--- src/rtl/delay_pkg.sv ---
// Shared mode encodings and width helpers for the programmable delay line.
package delay_pkg;

  typedef enum logic {
    MODE_TRANSPORT = 1'b0,
    MODE_INERTIAL  = 1'b1
  } dly_mode_e;

  // Bits needed to hold a delay value in 0..max_delay.
  function automatic int delay_width(input int max_delay);
    return $clog2(max_delay + 1);
  endfunction

  function automatic int ptr_width(input int depth);
    return (depth <= 2) ? 1 : $clog2(depth);
  endfunction

endpackage

--- src/rtl/inertial_bit_filter.sv ---
// One-bit inertial filter: a candidate value plus a stability counter that
// saturates at the programmed delay; stable_o marks a candidate old enough to pass.
module inertial_bit_filter
  import delay_pkg::*;
#(
  parameter int DW = delay_width(16)
) (
  input  logic          clk,
  input  logic          rst,
  input  logic          din_i,
  input  logic          ld_i,
  input  logic          dout_i,
  input  logic [DW-1:0] dly_i,
  output logic          cand_o,
  output logic          stable_o
);

  logic          cand_q, cand_d, base_cand;
  logic [DW-1:0] cnt_q, cnt_d, base_cnt;

  // A load re-seeds the filter from the visible output so nothing toggles spuriously.
  always_comb begin
    base_cand = ld_i ? dout_i : cand_q;
    base_cnt  = ld_i ? dly_i : cnt_q;
    cand_d    = base_cand;
    cnt_d     = base_cnt;
    if (din_i != base_cand) begin
      cand_d = din_i;
      cnt_d  = DW'(1);
    end else if (base_cnt < dly_i) begin
      cnt_d = base_cnt + 1'b1;
    end else begin
      cnt_d = dly_i;
    end
  end

  always_ff @(posedge clk or posedge rst) begin
    if (rst) begin
      cand_q <= 1'b0;
      cnt_q  <= '0;
    end else begin
      cand_q <= cand_d;
      cnt_q  <= cnt_d;
    end
  end

  assign cand_o   = cand_q;
  assign stable_o = (cnt_q >= dly_i);

endmodule

--- src/rtl/prog_delay_line.sv ---
// Programmable delay line: circular-buffer transport delay or per-bit inertial
// filtering with the same latency; output holds while a new delay is filling.
module prog_delay_line
  import delay_pkg::*;
#(
  parameter int WIDTH     = 8,
  parameter int MAX_DELAY = 16
) (
  input  logic                             clk,
  input  logic                             rst,
  input  logic [WIDTH-1:0]                 din,
  input  logic [$clog2(MAX_DELAY+1)-1:0]   dly_i,
  input  logic                             mode_i,
  input  logic                             ld_i,
  output logic [WIDTH-1:0]                 dout,
  output logic                             valid_o
);

  localparam int DW = delay_width(MAX_DELAY);
  localparam int PW = ptr_width(MAX_DELAY);

  logic [WIDTH-1:0] mem_q [MAX_DELAY];
  logic [WIDTH-1:0] mem_d [MAX_DELAY];
  logic [PW-1:0]    wr_ptr_q, wr_ptr_d, rd_idx;
  logic [DW-1:0]    dly_q, dly_d, dly_ld, dly_eff;
  logic [DW-1:0]    fill_q, fill_d;
  dly_mode_e        mode_q, mode_d;
  logic             valid_q, valid_d;
  logic [WIDTH-1:0] dout_q, dout_d;
  logic [DW:0]      rd_sum;
  logic [WIDTH-1:0] cand, stable;

  always_comb begin
    dly_ld = dly_i;
    if (dly_i == '0) begin
      dly_ld = DW'(1);
    end else if (dly_i > DW'(MAX_DELAY)) begin
      dly_ld = DW'(MAX_DELAY);
    end
    dly_eff = ld_i ? dly_ld : dly_q;
  end

  // Read index = (wr_ptr - dly) mod MAX_DELAY, biased by MAX_DELAY to stay non-negative.
  always_comb begin
    rd_sum = (DW+1)'(wr_ptr_q) + (DW+1)'(MAX_DELAY) - (DW+1)'(dly_q);
    if (rd_sum >= (DW+1)'(MAX_DELAY)) begin
      rd_sum = rd_sum - (DW+1)'(MAX_DELAY);
    end
    rd_idx = PW'(rd_sum);
  end

  always_comb begin
    mem_d           = mem_q;
    mem_d[wr_ptr_q] = din;
    wr_ptr_d        = (wr_ptr_q == PW'(MAX_DELAY - 1)) ? '0 : wr_ptr_q + 1'b1;
  end

  always_comb begin
    dly_d   = dly_q;
    mode_d  = mode_q;
    fill_d  = fill_q;
    valid_d = valid_q;
    if (ld_i) begin
      dly_d   = dly_ld;
      mode_d  = dly_mode_e'(mode_i);
      fill_d  = '0;
      valid_d = 1'b0;
    end else begin
      if (fill_q < dly_q) begin
        fill_d = fill_q + 1'b1;
      end
      valid_d = (fill_d >= dly_q);
    end
  end

  // Output only moves on edges where valid will be high, so reloads hold it steady.
  always_comb begin
    dout_d = dout_q;
    if (valid_d) begin
      if (mode_q == MODE_TRANSPORT) begin
        dout_d = mem_q[rd_idx];
      end else begin
        for (int i = 0; i < WIDTH; i++) begin
          dout_d[i] = stable[i] ? cand[i] : dout_q[i];
        end
      end
    end
  end

  for (genvar g = 0; g < WIDTH; g++) begin : g_filt
    inertial_bit_filter #(.DW(DW)) u_filt (
      .clk      (clk),
      .rst      (rst),
      .din_i    (din[g]),
      .ld_i     (ld_i),
      .dout_i   (dout_q[g]),
      .dly_i    (dly_eff),
      .cand_o   (cand[g]),
      .stable_o (stable[g])
    );
  end

  always_ff @(posedge clk or posedge rst) begin
    if (rst) begin
      for (int i = 0; i < MAX_DELAY; i++) begin
        mem_q[i] <= '0;
      end
      wr_ptr_q <= '0;
      dly_q    <= DW'(1);
      mode_q   <= MODE_TRANSPORT;
      fill_q   <= '0;
      valid_q  <= 1'b0;
      dout_q   <= '0;
    end else begin
      mem_q    <= mem_d;
      wr_ptr_q <= wr_ptr_d;
      dly_q    <= dly_d;
      mode_q   <= mode_d;
      fill_q   <= fill_d;
      valid_q  <= valid_d;
      dout_q   <= dout_d;
    end
  end

  assign dout    = dout_q;
  assign valid_o = valid_q;

endmodule

--- config.mk ---
export PLATFORM = sky130hd
export DESIGN_NAME = prog_delay_line
export DESIGN_NICKNAME = d
export VERILOG_FILES = /design/src/rtl/delay_pkg.sv /design/src/rtl/inertial_bit_filter.sv /design/src/rtl/prog_delay_line.sv
export SDC_FILE = /design/constraint.sdc
export NUM_CORES = 1
export LEC_CHECK = 0
export CORE_UTILIZATION = 60
export CTS_CLUSTER_SIZE = 28
export DETAILED_ROUTE_END_ITERATION = 8
export PLACE_DENSITY = 0.78
export REMOVE_ABC_BUFFERS = 1
export SYNTH_ARGS = -nofsm -noshare
export SYNTH_HDL_FRONTEND = slang
export SYNTH_SLANG_ARGS = --single-unit
--- constraint.sdc ---
create_clock -name clk -period 21.6 [get_ports clk]
set_input_delay 4.32 -clock clk [delete_from_list [all_inputs] [get_ports clk]]
set_output_delay 4.32 -clock clk [all_outputs]
set_load 0.01 [all_outputs]
-- Yosys cells after proc, flatten, opt, wreduce, memory -nomap -nowiden
Index checks and enable logic that the tools add are counted.
- register bits after elaboration: 200
- output and inout bits: 9
- word-level logic and storage cells: 174
- add/sub/neg operators: 13
- magnitude comparators: 23
- equality and inequality tests: 17
- mux-type cells: 64
- bitwise operators: 2
- reductions and logical operators: 10
- operators with widths (kind ; count):
    $mux 5 ; 30
    $bwmux 128 ; 1
    $add 5x1->5 const B ; 9
    $ge 5x5->1 ; 9
    $lt 5x5->1 ; 9
    $bmux 8 s4 ; 1
    $demux 8 s4 ; 1
    $mux 8 ; 4
    $mux 1 ; 25
    $ne 2x1->1 const B ; 8
    $reduce_and 2->1 ; 8
    $ge 5x5->1 const B ; 2
    $not 4->5 ; 2
    $mux 4 ; 2
    $ne 1x1->1 ; 8
    $add 4x5->6 const B ; 1
    $ge 6x5->1 const B ; 1
    $sub 6x5->6 ; 1
    $gt 5x5->1 const B ; 1
    $logic_not 5->1 ; 1
    $lt 5x1->1 const B ; 1
    $add 4x1->4 const B ; 1
    $eq 4x4->1 const B ; 1
    $sub 4x1->4 const B ; 1
    $logic_and 1x1->1 ; 1

-- Depth between registers and ports, before layout
Gate-level depths: netlist of run 1.
- word-level depth: 9
- mapped depth: 14

-- Hierarchy
From an unflattened synthesis of run 1, not the netlist that was laid out.
- cell total of the unflattened synthesis: 1045
- area, all modules: 12243.0 µm²
- by module, submodules not included (module ; instances ; cells an instance ; area an instance (µm²) ; seq. area each (µm²)):
    prog_delay_line ; 1 ; 501 ; 7308.3 ; 3804.9
    inertial_bit_filter ; 8 ; 68 ; 616.8 ; 150.1

-- Worst setup path after synthesis of run 1
Ideal clock, no wire load.
- path type: input to register
- start point: input dly_i[4]
- end point: register dout_q[2], in the netlist dout[2]
- library setup time: 125 ps
- arrival time: 6922 ps
- setup slack: 14553 ps
- stages: 11
- path buffers: 2
- path through: or4_1 -> nand3_2 -> clkbuf_2 -> o21a_1 -> buf_2 -> ha_1 -> nand2b_1 -> maj3_1 -> and3_1 -> o221ai_1 -> mux2_2
- word-level cells in the longest chain between the ends: 7
- elaborated cells between the ends (all ways): 8
- RTL lines (element ; RTL line ; RTL):
    start: declaration ; prog_delay_line.sv:12 ; input logic [$clog2(MAX_DELAY+1)-1:0] dly_i,
    $gt 5x5->1 ; prog_delay_line.sv:37 ; end else if (dly_i > DW'(MAX_DELAY)) begin
    $mux 5 ; prog_delay_line.sv:37 ;
    $mux 5 * ; prog_delay_line.sv:35 ; if (dly_i == '0) begin
    $mux 5 * ; n/a ;
    $ge 5x5->1 * ; inertial_bit_filter.sv:48 ; assign stable_o = (cnt_q >= dly_i);
    $ne 2x1->1 (no source line) * ; n/a ;
    $reduce_and 2->1 (no source line) * ; n/a ;
    end signal: assignment ; prog_delay_line.sv:121 ; dout_q <= dout_d;
    end: declaration ; prog_delay_line.sv:29 ; logic [WIDTH-1:0] dout_q, dout_d;
Every way passes the cells marked *; elsewhere a longest branch is shown, timed or not.
A chain may end at the register's enable or synchronous reset.

-- Final worst setup path of run 1
Ends and elaborated chain as after synthesis.

==> results.md, run 1 <==
- Leakage power: 5.92 nW
- ANT cells: 0
- FP Rows: 51
- Via density: 6.15
- Initial DRT Pass Iterations: 5
- Post-synth EDFFs: 0
- Yosys warns: 0
- Die width: 143 um
- Sequential fraction of the synthesis area: 0.421
- Syn_area_per_cell: 11.7 um^2
- CTS tree: done
- Class of the worst hold path: flip-flop to flip-flop
- H-tree depth: 4
- RSZ-0062 raised after global routing: no
- Hold Path Depth: 1
- Hold-fix buffers, CTS: 0
- Worst-Margin Slew: 1.00 ns
- CTS max path bufs: 2
- WL/cell: 20.4 um
- Num ports: 26
- Critical Path Sink Type: flip-flop
- Pwr dens: 93.8 nW/um^2
- Initial antenna violation count: 0
- Share of layout cells above drive strength 1: 0.229
- Outcome: complete, no violations
- Pin count of the biggest net entering global routing: 120
- First-pass GRT wire length: 42.4 mm
- Final Max Tran Viols: 0
- Initial Util: 0.611
- Die H: 143 um
- Worst-Skew Late Latency: 0.44 ns
- Final design utilization: 0.660
- Fmax: 132 MHz
- GPL Wtd Cong: 0.853
- Setup Crit Path Kind: input port to flip-flop
- Max VDD drop: 0.0000569 V
- Clock skew: 0.0137 ns
- Tmin final: 7.58 ns
- Crit path arrival time: 7.91 ns
- Hold Path Sink: mem_q[45]
- Die area: 20400 um^2
- CTS Root Cell: clkbuf_16
- Cells after synthesis: 1013
- HPWL after DPL: 17.5 mm
- Synth cell types: 57
- Worst reg2reg endpoint: dout[2]
- Area delta synth->final: 8.00%
- Max-slew headroom: 0.331
- Final ANT Viol Nets: 0
- Period utilization: 0.351
- Fillers: 1473
- Number of max-cap violations: 0
- PostCTS Resize Cnt: 0
- Crit path launch type: input port
- Max FO, Critical Path: 17
- Worst endpoint required time: 21.93 ns
- Final setup viols: 0
- Top FF cell, synth: dfrtp_1
- Clock-pin transition on the worst setup and hold timing paths: 0.08 ns
- Reg2Reg Depth: 13
- Iteration-0 DRC Markers: 465
- Port buffer count: 25
- WHS: 0.505 ns
- Reg2reg start: dly_q[1]
- Async SR Flop Fraction: 1.00
- Layout Nets: 1138
- Grt ovf: 0
- Core box area: 19500 um^2
- Detailed Route WL: 26.4 mm
- Sink Count: 200
- CTS buffer count: 17
- Reg2reg setup slack: 17.72 ns
- Vias in the first global route: 8082
- Setup TNS Final: 0 ns
- DRC Markers: 0
- Post-Syn Area: 11900 um^2
- Tot GR Track Use: 0.276
- Final-report hold violation count: 0
- Vias: 7958
- Worst Hold Launch: mem_q[45]
- Post-CTS Setup Inserts: 0
- FF+latch count, synth: 200
## per-stage QoR
stage	power [mW]	worst slack [ns]	std cells	cell area (um^2)
floorplan	0.764	11.83	958	11500
global placement	0.869	13.64	1261	12200
detailed placement	0.884	13.61	1261	12200
CTS	1.21	14.06	1293	12800
global route	1.28	13.89	1293	12800
finish	1.20	14.02	1293	12800
## registers in the layout (all words and copies together) (netlist names)
name	cells
valid_o	1
dly_q	5
mem_q	128
dout	8
g_filt.u_filt.cnt_q	40
fill_q	5
mode_q	1
wr_ptr_q	4
g_filt.u_filt.cand_o	8
## layout by cell type, fill, tap and decap left out, types with 6 or more instances in the layout
master / n
inv_1: 64
nand3b_1: 9
mux2i_1: 22
a211oi_1: 17
a211o_1: 8
a31oi_1: 8
a21oi_1: 25
o21a_1: 9
xor2_1: 16
o21ai_0: 39
o211a_1: 18
ha_1: 104
and3_1: 13
o2111ai_1: 8
buf_4: 13
clkbuf_16: 17
nor3_1: 26
mux2_2: 138
o31ai_1: 6
nand2_1: 52
dfrtp_1: 199
mux4_2: 28
nand3_1: 16
and2_1: 7
clkdlybuf4s50_1: 24
maj3_1: 6
nor2_1: 26
xnor2_1: 14
nor2b_1: 8
or2_2: 11
nand2b_1: 15
## routing by layer
layer  routed length (um)  GRT usage  up-vias
li1                     -          -     3689
met1                11900      0.370     4056
met5                    0          0        -
met4                  564      0.106        0
met3                  961     0.0416       40
met2                12900      0.455      173
## cell families after synthesis
kind of cell / after synthesis / synth area share
fa+ha+maj: 112 / 0.117
buf+inv: 120 / 0.0496
compound gates: 160 / 0.0921
xor+xnor: 30 / 0.0221
mux: 192 / 0.211
simple gates: 199 / 0.0865
flops: 200 / 0.421
## critical path, cell delays in order
cell and delay, ns:
clkdlybuf4s50_1 0.47, or4_1 0.56, nand3_2 0.31, o21a_1 0.68, ha_1 0.36, nand2b_1 0.15
maj3_1 0.34, and3_1 0.18, o221ai_1 0.18, mux2_2 0.36
## layout make-up
class	instances	area, um^2	area share
Clock inverter	15	175	0.0136
Sequential cell	200	5010	0.390
Clock buffer	17	425	0.0331
Multi-Input combinational cell	693	6300	0.491
Timing Repair Buffer	38	343	0.0267
Tap cell	265	332	0.0258
Inverter	65	251	0.0196
## synth_stat cells, drive strengths merged, types with 16 or more instances
cell type  instances  share of area
a211oi            19          0.013
a21oi             25          0.011
buf               25          0.016
clkbuf            30          0.013
dfrtp            199           0.42
ha               105           0.11
inv               65          0.021
mux2             138           0.13
mux2i             22          0.019
mux4              32          0.062
nand2             52          0.016
nand3             17         0.0076
nor2              26         0.0082
nor3              26          0.011
o211a             18          0.015
o21ai             45          0.019
xor2              16          0.012
## worst max path at each step
stage          depth (start not counted)  endpoint     start
2_1_floorplan                          1  dly_q[1]       rst
3_3_place_gp                          10   dout[2]  dly_i[4]
3_5_place_dp                          10   dout[2]  dly_i[4]
4_1_cts                               10   dout[2]  dly_i[4]
5_1_grt                               10   dout[2]  dly_i[4]
6_report                              10   dout[2]  dly_i[4]
## where the power goes
part / total [mW] / switching (mW) / internal [mW]
Sequential: 0.481 / 0.0455 / 0.436
Combinational: 0.400 / 0.216 / 0.184
Clock: 0.322 / 0.165 / 0.157
Total: 1.20 / 0.426 / 0.777
Note: power is estimated with default switching activity, not from simulation.
==> run 2: changes to the inputs <==
- CORE_UTILIZATION: 60 -> 57
- clock period: 21.6 -> 6.53 ns (I/O delays scaled with it)
==> results.md, run 2 (same netlist as run 1, synthesis figures left out) <==
- Reg2Reg Depth: 7 (-6)
- Largest Register: mem_q
- WHS: 0.492 ns (-0.0130 ns)
- Layout Nets: 1142 (+0.35%)
- Port buffer count: 25 (unchanged)
- Max-slew headroom: 0.253 (-0.0781)
- Pwr dens: 309 nW/um^2 (+230%)
- Fmax: 219 MHz
- ANT cells: 0 (unchanged)
- Hold Path Sink: wr_ptr_q[0]
- Initial antenna violation count: 0 (unchanged)
- GPL Wtd Cong: 0.873 (+2.5%)
- Final-report hold violation count: 0 (unchanged)
- DRC Markers: 0 (unchanged)
- Outcome: complete, no violations
- Clock skew: 0.00907 ns (-0.00461 ns)
- PostCTS Resize Cnt: 0 (unchanged)
- Initial Util: 0.584 (-0.0271)
- Final design utilization: 0.630 (-0.0295)
- Class of the worst hold path: flip-flop to flip-flop
- Via density: 6.12 (-0.57%)
- Share of layout cells above drive strength 1: 0.230 (+0.00105)
- Die H: 146 um (+2.6%)
- Vias: 7968 (+0.13%)
- H-tree depth: 4 (unchanged)
- Worst reg2reg endpoint: dout[7]
- DP Area: 12300 um^2 (+0.30%)
- Max FO, Critical Path: 17 (unchanged)
- Max VDD drop: 0.000225 V (+290%)
- Sink Count: 200 (unchanged)
- Hold-fix buffers, CTS: 0 (unchanged)
- Setup Crit Path Kind: input port to flip-flop
- Register area: 5010 um^2 (unchanged)
- Largest register FFs: 128 (unchanged)
- Die area: 21400 um^2 (+5.2%)
- Num ports: 26 (unchanged)
- Die width: 146 um (+2.6%)
- RSZ-0062 raised after global routing: no
- Post-CTS Setup Inserts: 0 (unchanged)
- Pin count of the biggest net entering global routing: 117 (-2.5%)
- CTS tree: done
- Area delta synth->final: 7.95% (about the same)
- Most frequent cells in the layout: dfrtp_1 (199), mux2_2 (138), ha_1 (104)
- Hold Path Depth: 1 (unchanged)
- Final Max Tran Viols: 0 (unchanged)
- Worst setup path startpoint: dly_i[4]
- Worst Hold Launch: wr_ptr_q[0]
- Detailed Route WL: 27.0 mm (+2.4%)
- Leakage power: 5.92 nW (about the same)
- Worst-Skew Late Latency: 0.44 ns (about the same)
- Number of max-cap violations: 0 (unchanged)
- Fillers: 1579 (+7.2%)
- Initial DRT Pass Iterations: 5 (unchanged)
- First-pass GRT wire length: 44.1 mm (+4.0%)
- Multi-input logic area: 6300 um^2 (unchanged)
- Largest registers: mem_q x128, g_filt.u_filt.cnt_q x40
- Crit path arrival time: 4.89 ns (-3.02 ns)
- Worst endpoint required time: 6.86 ns (-15.07 ns)
- Worst-Margin Slew: 1.11 ns (+0.111 ns)
- Reg2reg setup slack: 2.65 ns (-15.07 ns)
- Reg2reg start: wr_ptr_q[2]
- Critical Path Sink Type: flip-flop
- CTS Root Cell: clkbuf_16
- Final setup viols: 0 (unchanged)
- FP Rows: 52 (+2.0%)
- Iteration-0 DRC Markers: 544 (+17%)
- Period utilization: 0.698
- Vias in the first global route: 8313 (+2.9%)
- HPWL after DPL: 17.8 mm (+2.0%)
- Post-route cell area: 12800 um^2 (about the same)
- Tmin final: 4.56 ns
- WL/cell: 20.7 um (+1.7%)
- CTS max path bufs: 2 (unchanged)
- Overall power: 3.96 mW (+230%)
- Tot GR Track Use: 0.268 (-0.00868)
- Clock-pin transition on the worst setup and hold timing paths: 0.08 ns (about the same)
- Grt ovf: 0 (unchanged)
- CTS buffer count: 17 (unchanged)
- Final ANT Viol Nets: 0 (unchanged)
- Core box area: 20400 um^2 (+4.6%)
- Crit path launch type: input port
- Most common cell after layout, fill and taps aside: dfrtp_1
==> run 2: changes by cell type in the layout (fill, tap and decap cells not counted), sizes merged <==
cell	change
clkinvlp	+1
clkinv	-4
inv	+1
buf	+4
clkbuf	+2
==> run 2: critical path, cell delays in order <==
cell             delay, ns
clkdlybuf4s50_1       0.47
or4_1                 0.56
nand3_2               0.30
o21a_1                0.66
ha_1                  0.35
nand2b_1              0.15
maj3_1                0.36
and3_1                0.19
o221ai_1              0.18
mux2_2                0.35
==> run 2: area by class of cell <==
type,instances,area share
Clock buffer,19,0.0337
Clock inverter,13,0.00975
Inverter,65,0.0196
Multi-Input combinational cell,693,0.491
Sequential cell,200,0.390
Tap cell,270,0.0263
Timing Repair Buffer,42,0.0291
==> run 2: worst max path at each step <==
stage	to	slack, ns	cells after the start
final	dout[2]	1.97	10
after global routing	dout[2]	1.81	10
after CTS	dout[2]	1.99	10
after detailed placement	dout[2]	1.52	10
after global placement	dout[2]	1.56	10
after floorplan	dly_q[1]	-0.23	1
==> run 2: routing by layer <==
metal	wire length (um)	vias to the layer above	track usage
li1	-	3690	-
met1	11900	4054	0.346
met2	13400	172	0.456
met3	956	52	0.0391
met4	722	0	0.103
met5	0	-	0
==> run 2: where the power goes <==
part	internal (mW)	total [mW]	switching [mW]
sequential	1.44	1.59	0.152
clock	0.507	1.03	0.519
combinational	0.616	1.34	0.727
total	2.57	3.96	1.40
==> run 2: metrics by stage <==
stage	TNS, ns	setup WS (ns)	cells
floorplan	-45.44	-0.228	958
global placement	0	1.56	1270
detailed placement	0	1.52	1270
CTS	0	1.99	1302
global route	0	1.81	1302
finish	0	1.97	1302
